**src/rtl/stream_wtrans_pack.sv**
```systemverilog
// Byte-stream width translator: compacts sparse input beats into a byte FIFO
// and emits prefix-packed output beats that never cross a packet boundary.
module stream_wtrans_pack #(
  parameter int unsigned I_DEXP = 0,
  parameter int unsigned O_DEXP = 0
) (
  input  logic                         clk,
  input  logic                         rstn,
  input  logic                         itvalid,
  output logic                         itready,
  input  logic [8*(1<<I_DEXP)-1:0]     itdata,
  input  logic [(1<<I_DEXP)-1:0]       itkeep,
  input  logic                         itlast,
  output logic                         otvalid,
  input  logic                         otready,
  output logic [8*(1<<O_DEXP)-1:0]     otdata,
  output logic [(1<<O_DEXP)-1:0]       otkeep,
  output logic                         otlast,
  output logic                         odrop
);

  localparam int unsigned IB  = 1 << I_DEXP;
  localparam int unsigned OB  = 1 << O_DEXP;
  localparam int unsigned MB  = (IB > OB) ? IB : OB;
  localparam int unsigned CAP = 2 * MB;
  localparam int unsigned PW  = $clog2(CAP);
  localparam int unsigned CW  = $clog2(CAP + 1);

  logic [7:0]     mem [CAP];
  logic [CAP-1:0] mark;
  logic [CAP-1:0] mark_next;
  logic [PW-1:0]  head;
  logic [PW-1:0]  tail;
  logic [CW-1:0]  count;

  logic [CW-1:0]  k;
  logic [CW-1:0]  n;
  logic [CW-1:0]  wofs [IB];
  logic [PW-1:0]  widx [IB];
  logic           accept;
  logic           pop;
  logic           stop;
  logic [PW-1:0]  ridx;

  // Flow control uses registered occupancy only, so no ready/valid loops.
  assign itready = rstn & (count <= CW'(CAP - IB));
  assign otvalid = rstn & ((count >= CW'(OB)) | (|mark));
  assign accept  = itvalid & itready;
  assign pop     = otvalid & otready;

  // Compaction: each kept lane lands at tail + number of kept lanes below it.
  always_comb begin
    k = '0;
    for (int i = 0; i < IB; i++) begin
      wofs[i] = k;
      widx[i] = tail + PW'(wofs[i]);
      if (itkeep[i]) k = k + CW'(1);
    end
  end

  // Output beat: take head bytes up to OB, occupancy, or the first marker.
  always_comb begin
    n      = '0;
    stop   = 1'b0;
    otdata = '0;
    otlast = 1'b0;
    otkeep = '0;
    ridx   = '0;
    for (int j = 0; j < OB; j++) begin
      ridx = head + PW'(j);
      if (!stop && (CW'(j) < count)) begin
        otdata[8*j +: 8] = mem[ridx];
        otlast           = mark[ridx];
        stop             = mark[ridx];
        n                = n + CW'(1);
      end
    end
    for (int j = 0; j < OB; j++) begin
      otkeep[j] = (CW'(j) < n);
    end
  end

  // Markers: clear consumed slots, write fresh ones for appended bytes.
  always_comb begin
    mark_next = mark;
    if (pop) begin
      for (int j = 0; j < OB; j++) begin
        if (CW'(j) < n) mark_next[head + PW'(j)] = 1'b0;
      end
    end
    if (accept) begin
      for (int i = 0; i < IB; i++) begin
        if (itkeep[i]) mark_next[widx[i]] = itlast & (wofs[i] == k - CW'(1));
      end
    end
  end

  always_ff @(posedge clk) begin
    if (!rstn) begin
      head  <= '0;
      tail  <= '0;
      count <= '0;
      mark  <= '0;
      odrop <= 1'b0;
    end else begin
      odrop <= accept & ~(|itkeep);
      count <= count + (accept ? k : CW'(0)) - (pop ? n : CW'(0));
      mark  <= mark_next;
      if (pop)    head <= head + PW'(n);
      if (accept) tail <= tail + PW'(k);
    end
  end

  // Data storage needs no reset; occupancy and markers define validity.
  always_ff @(posedge clk) begin
    if (accept) begin
      for (int i = 0; i < IB; i++) begin
        if (itkeep[i]) mem[widx[i]] <= itdata[8*i +: 8];
      end
    end
  end

endmodule

```
**config.mk**
```make
export PLATFORM = sky130hd
export DESIGN_NAME = stream_wtrans_pack
export DESIGN_NICKNAME = d
export VERILOG_FILES = /design/src/rtl/stream_wtrans_pack.sv
export SDC_FILE = /design/constraint.sdc
export NUM_CORES = 1
export LEC_CHECK = 0
export CORE_MARGIN = 1
export CORE_UTILIZATION = 49
export CTS_CLUSTER_DIAMETER = 120
export DETAILED_ROUTE_END_ITERATION = 6
export PLACE_DENSITY = 0.93
export SETUP_SLACK_MARGIN = 0.02
export SYNTH_ARGS = -nofsm -noshare
export SYNTH_HDL_FRONTEND = slang
export SYNTH_SLANG_ARGS = --single-unit
```
**constraint.sdc**
```tcl
create_clock -name clk -period 4.4 [get_ports clk]
set_input_delay 0.88 -clock clk [delete_from_list [all_inputs] [get_ports clk]]
set_output_delay 0.88 -clock clk [all_outputs]
set_load 0.01 [all_outputs]
```
# Word-level counts from Yosys, hierarchy flattened
# Memories as Yosys holds them, arrays and structs flattened. A register that Yosys moved wholly into a read port is not among the register bits.
# Cells that the tools add are included.
# W data, S select, Z words.
word_totals:
  ramBits: 16
  reg_bits: 7
  out_inout_bits: 13
  wordCells: 55
  n_memories: 1
classes:
  mux: 22
  add_sub_neg: 5
  n_reduce_logical: 4
  n_bitwise: 10
  order_cmp: 8
memory_table:
  columns: ["memory", "depth", "word_bits", "rd", "rd_ports_with_merged_regs", "write_ports", "line", "text"]
  rows:
  - ["mem", 2, 8, 1, 1, 1, "29", "logic [7:0] mem [CAP];"]
ops:
  columns: ["operator", "count"]
  rows:
  - ["$mux W1", 13]
  - ["$mux W2", 5]
  - ["$mux W8", 1]
  - ["$and A1 B1 Y1", 6]
  - ["$lt A1 B2 Y1 const A", 2]
  - ["$lt A1 B2 Y1 const B", 2]
  - ["$add A1 B1 Y1", 2]
  - ["$add A2 B1 Y2", 1]
  - ["$and A2 B2 Y2", 1]
  - ["$bwmux W2", 1]
  - ["$demux W1 S1", 2]
  - ["$ge A1 B1 Y1 const B", 2]
  - ["$ge A2 B1 Y1 const B", 1]
  - ["$le A2 B1 Y1 const B", 1]
  - ["$logic_and A1 B1 Y1", 2]
  - ["$logic_not A2 Y1", 1]
  - ["$not A2 Y2", 1]
  - ["$reduce_or A2 Y1", 1]
  - ["$sub A1 B1 Y2 const B", 1]
  - ["$sub A2 B2 Y2", 1]
  - ["$not A1 Y1", 1]
  - ["$or A1 B1 Y1", 1]

# Longest topological paths before layout
# Gate-level depths: netlist (run 1).
logic_depth:
  ltp_word: 11
  mapped_depth: 7
  depth_no_buf: 7

# Least setup slack after synthesis (run 1)
# Ideal clock, no wire load.
synth_path:
  kind: "input to output"
  start: "in rstn"
  end: "out otvalid"
  cell_stages: 2
  n_path_buf: 0
  required_time_ns: 3.520
  setup_slack_ns: 2.366
  arrival_ns: 1.154
  path_cell_list: "inv_1 > a21oi_1"
synth_between:
  elab_chain_cells: 1
synth_lines:
  columns: ["item", "line", "text"]
  rows:
  - ["start, declared", "8", "input logic rstn,"]
  - ["$and A1 B1 Y1", "47", "assign otvalid = rstn & ((count >= CW'(OB)) | (|mark));"]
  - ["end, declared", "14", "output logic otvalid,"]
# Every way passes these cells.

# Worst setup path after layout (run 1)
layout_path:
  start: "in rstn"
  end: "out itready"
layout_between:
  elab_chain_cells: 1
layout_lines:
  columns: ["item", "line", "text"]
  rows:
  - ["$and A1 B1 Y1", "46", "assign itready = rstn & (count <= CW'(CAP - IB));"]
  - ["end, declared", "10", "output logic itready,"]
# Every way passes these cells.

==> results of run 1 <==
-- per-layer routing --
metal	vias to the layer above	track usage, %	routed length [um]
li1	329	-	-
met1	338	17.09	704
met2	27	33.33	898
met3	6	3.846	94
met4	0	16.00	76
met5	-	0	0
-- worst reg2reg max path, cell delays in order, from the launching register on --
cell and delay (ns):
dfxtp_1 0.39, and4b_1 0.31, inv_1 0.09, nor2_1 0.57
-- synth_stat cells --
library cell / number / area (um^2)
or3_2: 1 / 7.510
and4b_1: 1 / 10.01
and3b_1: 1 / 8.760
a21boi_0: 1 / 7.510
o31ai_2: 1 / 12.51
o2bb2ai_1: 1 / 8.760
and2_1: 2 / 12.51
o21ai_0: 2 / 10.01
mux2i_1: 9 / 90.09
o211ai_1: 1 / 7.510
xnor2_1: 3 / 26.28
nand2_1: 2 / 7.510
dfxtp_1: 8 / 160.2
o22ai_1: 1 / 6.260
ha_1: 2 / 25.02
buf_2: 1 / 5.000
clkbuf_1: 1 / 3.750
edfxtp_1: 16 / 480.5
and2_4: 1 / 8.760
a21oi_1: 1 / 5.000
inv_1: 6 / 22.52
nand3_1: 1 / 5.000
nor2_1: 15 / 56.30
-- cells by family after synthesis --
family | count (synthesis)
muxes | 9
buffers and inverters | 8
and+or+nand+nor | 24
adders and majority gates | 2
DFF | 24
AOI/OAI and AO/OA | 8
xor gates and xnor gates | 3
-- how the worst max path moves through the flow --
stage	endpoint	slack [ns]	cells past startpoint
after CTS	itready	1.23	4
after global routing	itready	1.11	4
final	itready	1.25	4
after global placement	otvalid	1.28	4
after detailed placement	itready	1.24	4
after floorplan	otvalid	2.37	2
-- through the flow --
step           area, um^2  utilization (%)
2_1_floorplan       987.2                -
3_3_place_gp         1270            70.49
3_5_place_dp         1270            70.49
4_1_cts              1296            71.94
5_1_grt              1296            71.94
6_report             1296            71.94
-- power groups by stage --
stage               registers (mW)  logic (mW)  clock network [mW]
global route                 0.258      0.0875               0.105
CTS                          0.257      0.0821              0.0961
detailed placement           0.262      0.0816                   0
finish                       0.257      0.0807              0.0953
global placement             0.262      0.0785                   0
floorplan                    0.259      0.0394                   0
-- layout make-up --
| type | instances | share of cell area (%) |
|---|---|---|
| Clock buffer | 3 | 1.737 |
| Clock inverter | 1 | 0.2896 |
| Inverter | 6 | 1.737 |
| Multi-Input combinational cell | 46 | 24.32 |
| Sequential cell | 24 | 49.42 |
| Tap cell | 25 | 2.413 |
| Timing Repair Buffer | 26 | 20.08 |
-- registers in the layout, summed over array words and instances (netlist names), named ones only --
signal  flops
count       2
odrop       1
tail        1
head        1
mark        2
mem        16
==> impl_metrics.py, run 1 <==
metrics = {
    "routing": {
        "drc": 0,
        "drt_pass1_iterations": 4,
        "wire_per_inst_um": 13.55,
        "ant_nets": 0,
        "vias": 700,
        "viasPerCell": 5.344,
        "drt_iter0_drc": 12,
        "wl_um": 1775,
    },
    "global_route": {
        "grt-ovfl-total": 0,
        "track_usage_pct": 18.33,
        "antenna_found_initial": 0,
        "grt_pass1_wl_um": 2594,
        "grt_pass1_vias": 642,
        "grt_max_degree": 14,
    },
    "critical_path": {
        "cp_cell_sequence": "clkdlybuf4s50_1 -> inv_1 -> nor2_1 -> clkdlybuf4s50_1",
        "slowest_stage": "clkdlybuf4s50_1",
        "path_buf_inv": 3,
        "reg2reg_to": "mem[0][3]$_DFFE_PP_",
        "critPathKind": "in -> out",
        "reg2reg_setup_slack_ns": 2.68,
        "r2r_cells": 3,
        "crit_path_start": "rstn",
        "crit_arrival_ns": 2.27,
        "crit_required_ns": 3.52,
        "critPathMaxFanout": 7,
        "r2r_start": "count[1]$_SDFF_PN0_",
        "end_kind": "primary output",
        "setup.worst_path.start_class": "primary input",
        "max_stage_delay_ns": 0.56,
        "cp_top_family": "buffers and inverters",
        "crit_top_cell": "clkdlybuf4s50_1",
    },
    "final_layout": {
        "final_common_cell": "clkdlybuf4s50_1",
        "fin_nets": 123,
        "diodes": 0,
        "drive_gt1_share_pct": 5.660,
        "syn2layout_area_growth_pct": 31.31,
        "seqCellArea_um2": 640.6,
        "final_cells": 131,
        "multi_input_area_um2": 315.3,
        "final_cell_mix": "clkdlybuf4s50_1, edfxtp_1, nor2_1",
        "fill_cells": 126,
    },
    "power": {
        "ir_worst_vdd_uv": 196.6,
        "power.clock.fraction_pct": 22.0,
        "p_leak_nw": 0.4655,
        "p_seq_share_pct": 59.3,
        "power.density_nw_per_um2": 334.0,
        "p_switching_uw": 104.8,
        "internal_power_uw": 328.2,
        "total_power_uw": 433.0,
        "sw_frac_of_total_pct": 24.20,
        "combinationalPowerShare_pct": 18.6,
    },
    "sta": {
        "tightest_slew_ns": 0.7361,
        "fin_ws_ns": 1.247,
        "relSlewSlack_pct": 50.75,
        "tns_ns": 0,
        "setup_viol": 0,
        "fmax_ghz": 0.3171,
        "rsz0062_at_grt": "false",
        "post-route-period-util_pct": 71.67,
        "finalHoldViolations": 0,
        "fin_hold_ws_ns": 0.5438,
        "finalClockSkew_ns": 0.004701,
        "period_needed_ns": 3.153,
        "final-max-slew-violation-count": 0,
    },
    "die": {
        "die_h_um": 46.89,
        "initial_utilization_pct": 54.79,
        "die_area_um2": 2198,
        "rows": 15,
        "core_um2": 1802,
        "io_pins": 27,
        "die_x_um": 46.89,
    },
    "yosys": {
        "yosysSeqAreaShare_pct": 64.89,
        "yosysWarnings": 0,
        "syn_area_per_cell_um2": 12.66,
        "synth_adder_area_share_pct": 2.535,
        "synth_top_family_by_area": "simple AND/OR/NAND/NOR gates",
        "yosys.area_share.simple_pct": 11.79,
        "syn_inst": 78,
        "syn_nets": 94,
        "synth-xor-area-share_pct": 2.662,
        "synth_seq_cells": 24,
        "syn_area_um2": 987.2,
        "synth_mux_area_share_pct": 9.125,
        "synth_compound_area_share_pct": 5.830,
        "ys_types": 23,
    },
    "place": {
        "dp_hpwl_um": 1359,
        "numPortBuffers": 26,
        "place_ws_ns": 1.238,
        "gp_congestion": 0.8819,
        "place_inst": 127,
    },
    "run_status": {
        "status": "complete, no violations",
    },
    "job": {
        "maxCapViolations": 0,
    },
    "cts": {
        "clk_pin_slew_ns": 0.12,
        "clock_latency_ns": 0.31,
        "post-cts-setup-buffers": 0,
        "cts_tree": "done",
        "cts_buffers": 3,
        "htreeDepth": 1,
        "cts_buffer_depth": 2,
        "postCtsHoldBufs": 0,
        "cts_resized": 0,
        "cts_sinks": 24,
        "cts-root-buf": "clkbuf_4",
    },
    "hold_path": {
        "worstHoldPathType": "reg -> reg",
        "worstHoldEndpoint": "mark[0]$_SDFF_PN0_",
        "worstHoldStart": "mark[0]$_SDFF_PN0_",
        "holdPathStages": 2,
    },
}
Power figures use the tool's default switching activity.
==> inputs of run 2 (changes only) <==
CORE_UTILIZATION = 46   (was 49)
PLACE_DENSITY = 0.89   (was 0.93)
clock period = 2.92 ns   (was 4.4 ns; I/O delays follow)
==> run 2 against run 1 <==
Largest cell class unchanged. Global-route usage down 1.2 points. Non-clock buffer count up 2. Total power is 58% higher. Combinational power rose by 56%.
==> impl_metrics.py, run 2 (same netlist as run 1, synthesis figures left out) <==
metrics = {
    "run_status": {
        "status": "complete, no violations",
    },
    "cts": {
        "cts_buffers": 3,
        "cts_resized": 0,
        "cts_tree": "done",
        "htreeDepth": 1,
        "cts-root-buf": "clkbuf_4",
        "postCtsHoldBufs": 0,
        "clk_pin_slew_ns": 0.13,
        "clock_latency_ns": 0.31,
        "post-cts-setup-buffers": 0,
        "cts_sinks": 24,
        "cts_buffer_depth": 2,
    },
    "sta": {
        "finalHoldViolations": 0,
        "finalClockSkew_ns": 0.004623,
        "relSlewSlack_pct": 69.07,
        "tns_ns": 0,
        "tightest_slew_ns": 0.4633,
        "final-max-slew-violation-count": 0,
        "fin_hold_ws_ns": 0.5316,
        "fin_ws_ns": 0.2989,
        "setup_viol": 0,
        "rsz0062_at_grt": "false",
        "post-route-period-util_pct": 89.76,
        "period_needed_ns": 2.621,
        "fmax_ghz": 0.3815,
    },
    "hold_path": {
        "worstHoldEndpoint": "mark[0]$_SDFF_PN0_",
        "worstHoldStart": "mark[0]$_SDFF_PN0_",
        "worstHoldPathType": "reg -> reg",
        "holdPathStages": 2,
    },
    "final_layout": {
        "final_cells": 135,
        "multi_input_area_um2": 315.3,
        "final_area_um2": 1324,
        "drive_gt1_share_pct": 8.333,
        "utilization_pct": 66.79,
        "largest_register_ffs": 16,
        "seqCellArea_um2": 640.6,
        "syn2layout_area_growth_pct": 34.09,
        "final_cell_mix": "clkdlybuf4s50_1, edfxtp_1, nor2_1",
        "diodes": 0,
        "fill_cells": 150,
        "fin_nets": 125,
        "final_common_cell": "clkdlybuf4s50_1",
    },
    "die": {
        "die_x_um": 48.33,
        "rows": 16,
        "io_pins": 27,
        "initial_utilization_pct": 49.81,
        "core_um2": 1982,
        "die_h_um": 48.33,
        "die_area_um2": 2335,
    },
    "place": {
        "dp_hpwl_um": 1240,
        "place_inst": 131,
        "placed_cell_area_um2": 1287,
        "place_ws_ns": 0.2999,
        "gp_congestion": 0.7737,
        "numPortBuffers": 26,
    },
    "routing": {
        "wire_per_inst_um": 13.04,
        "ant_nets": 0,
        "drt_pass1_iterations": 4,
        "drc": 0,
        "drt_iter0_drc": 20,
        "wl_um": 1760,
        "vias": 686,
        "viasPerCell": 5.081,
    },
    "critical_path": {
        "slowest_stage": "clkdlybuf4s50_1",
        "setup.worst_path.start_class": "primary input",
        "path_buf_inv": 3,
        "cp_cell_sequence": "clkdlybuf4s50_1 -> inv_1 -> nor2_1 -> clkdlybuf4s50_1",
        "reg2reg_to": "count[1]$_SDFF_PN0_",
        "r2r_start": "count[1]$_SDFF_PN0_",
        "r2r_cells": 7,
        "crit_path_start": "rstn",
        "critPathKind": "in -> out",
        "critPathMaxFanout": 7,
        "crit_arrival_ns": 2.04,
        "crit_required_ns": 2.34,
        "reg2reg_setup_slack_ns": 1.22,
        "crit_top_cell": "clkdlybuf4s50_1",
        "max_stage_delay_ns": 0.58,
        "cp_top_family": "buffers and inverters",
        "end_kind": "primary output",
    },
    "power": {
        "total_power_uw": 684.0,
        "p_leak_nw": 0.4808,
        "power.density_nw_per_um2": 516.7,
        "ir_worst_vdd_uv": 275.0,
    },
    "global_route": {
        "grt-ovfl-total": 0,
        "antenna_found_initial": 0,
        "grt_pass1_vias": 742,
        "grt_max_degree": 14,
        "grt_pass1_wl_um": 3022,
        "track_usage_pct": 17.10,
    },
    "job": {
        "maxCapViolations": 0,
    },
}
-- run 2: cell types whose count changed in the layout (fill, tap and decap cells not counted) --
cell / before / now
clkbuf_8: 0 / 1
buf_4: 0 / 2
clkinv_1: 1 / 0
-- run 2: cell type report --
cell class | instances | share of cell area [%]
clock buffers | 4 | 2.741
inverters | 6 | 1.701
multi-input cells | 46 | 23.82
flip-flops and latches | 24 | 48.39
well taps | 27 | 2.552
repair buffers | 28 | 20.79
-- run 2: worst max path at each step --
stage / cells past startpoint / end
floorplan: 7 / count[1]$_SDFF_PN0_
global placement: 4 / otvalid
detailed placement: 4 / itready
CTS: 4 / itready
global route: 4 / itready
finish: 4 / itready
-- run 2: per-layer routing --
metal,routed length [um],global-route usage (%)
met4,37,10.78
met5,0,0
met2,928,30.05
met3,93,3.145
met1,701,19.04
-- run 2: power by group --
group / total (mW) / internal [mW] / switching (mW)
combinational: 0.126 / 0.0735 / 0.0528
sequential: 0.388 / 0.375 / 0.0122
clock: 0.170 / 0.0761 / 0.0940
-- run 2: worst register-to-register path, delay by kind of cell (launching register included) --
family / cells / cell delay [ns]
AO/OA/AOI/OAI: 1 / 0.36
XOR/XNOR: 1 / 0.13
adder cells (fa/ha/maj): 2 / 0.46
buffers and inverters: 2 / 0.12
flip-flops: 1 / 0.39
AND/OR/NAND/NOR: 1 / 0.16
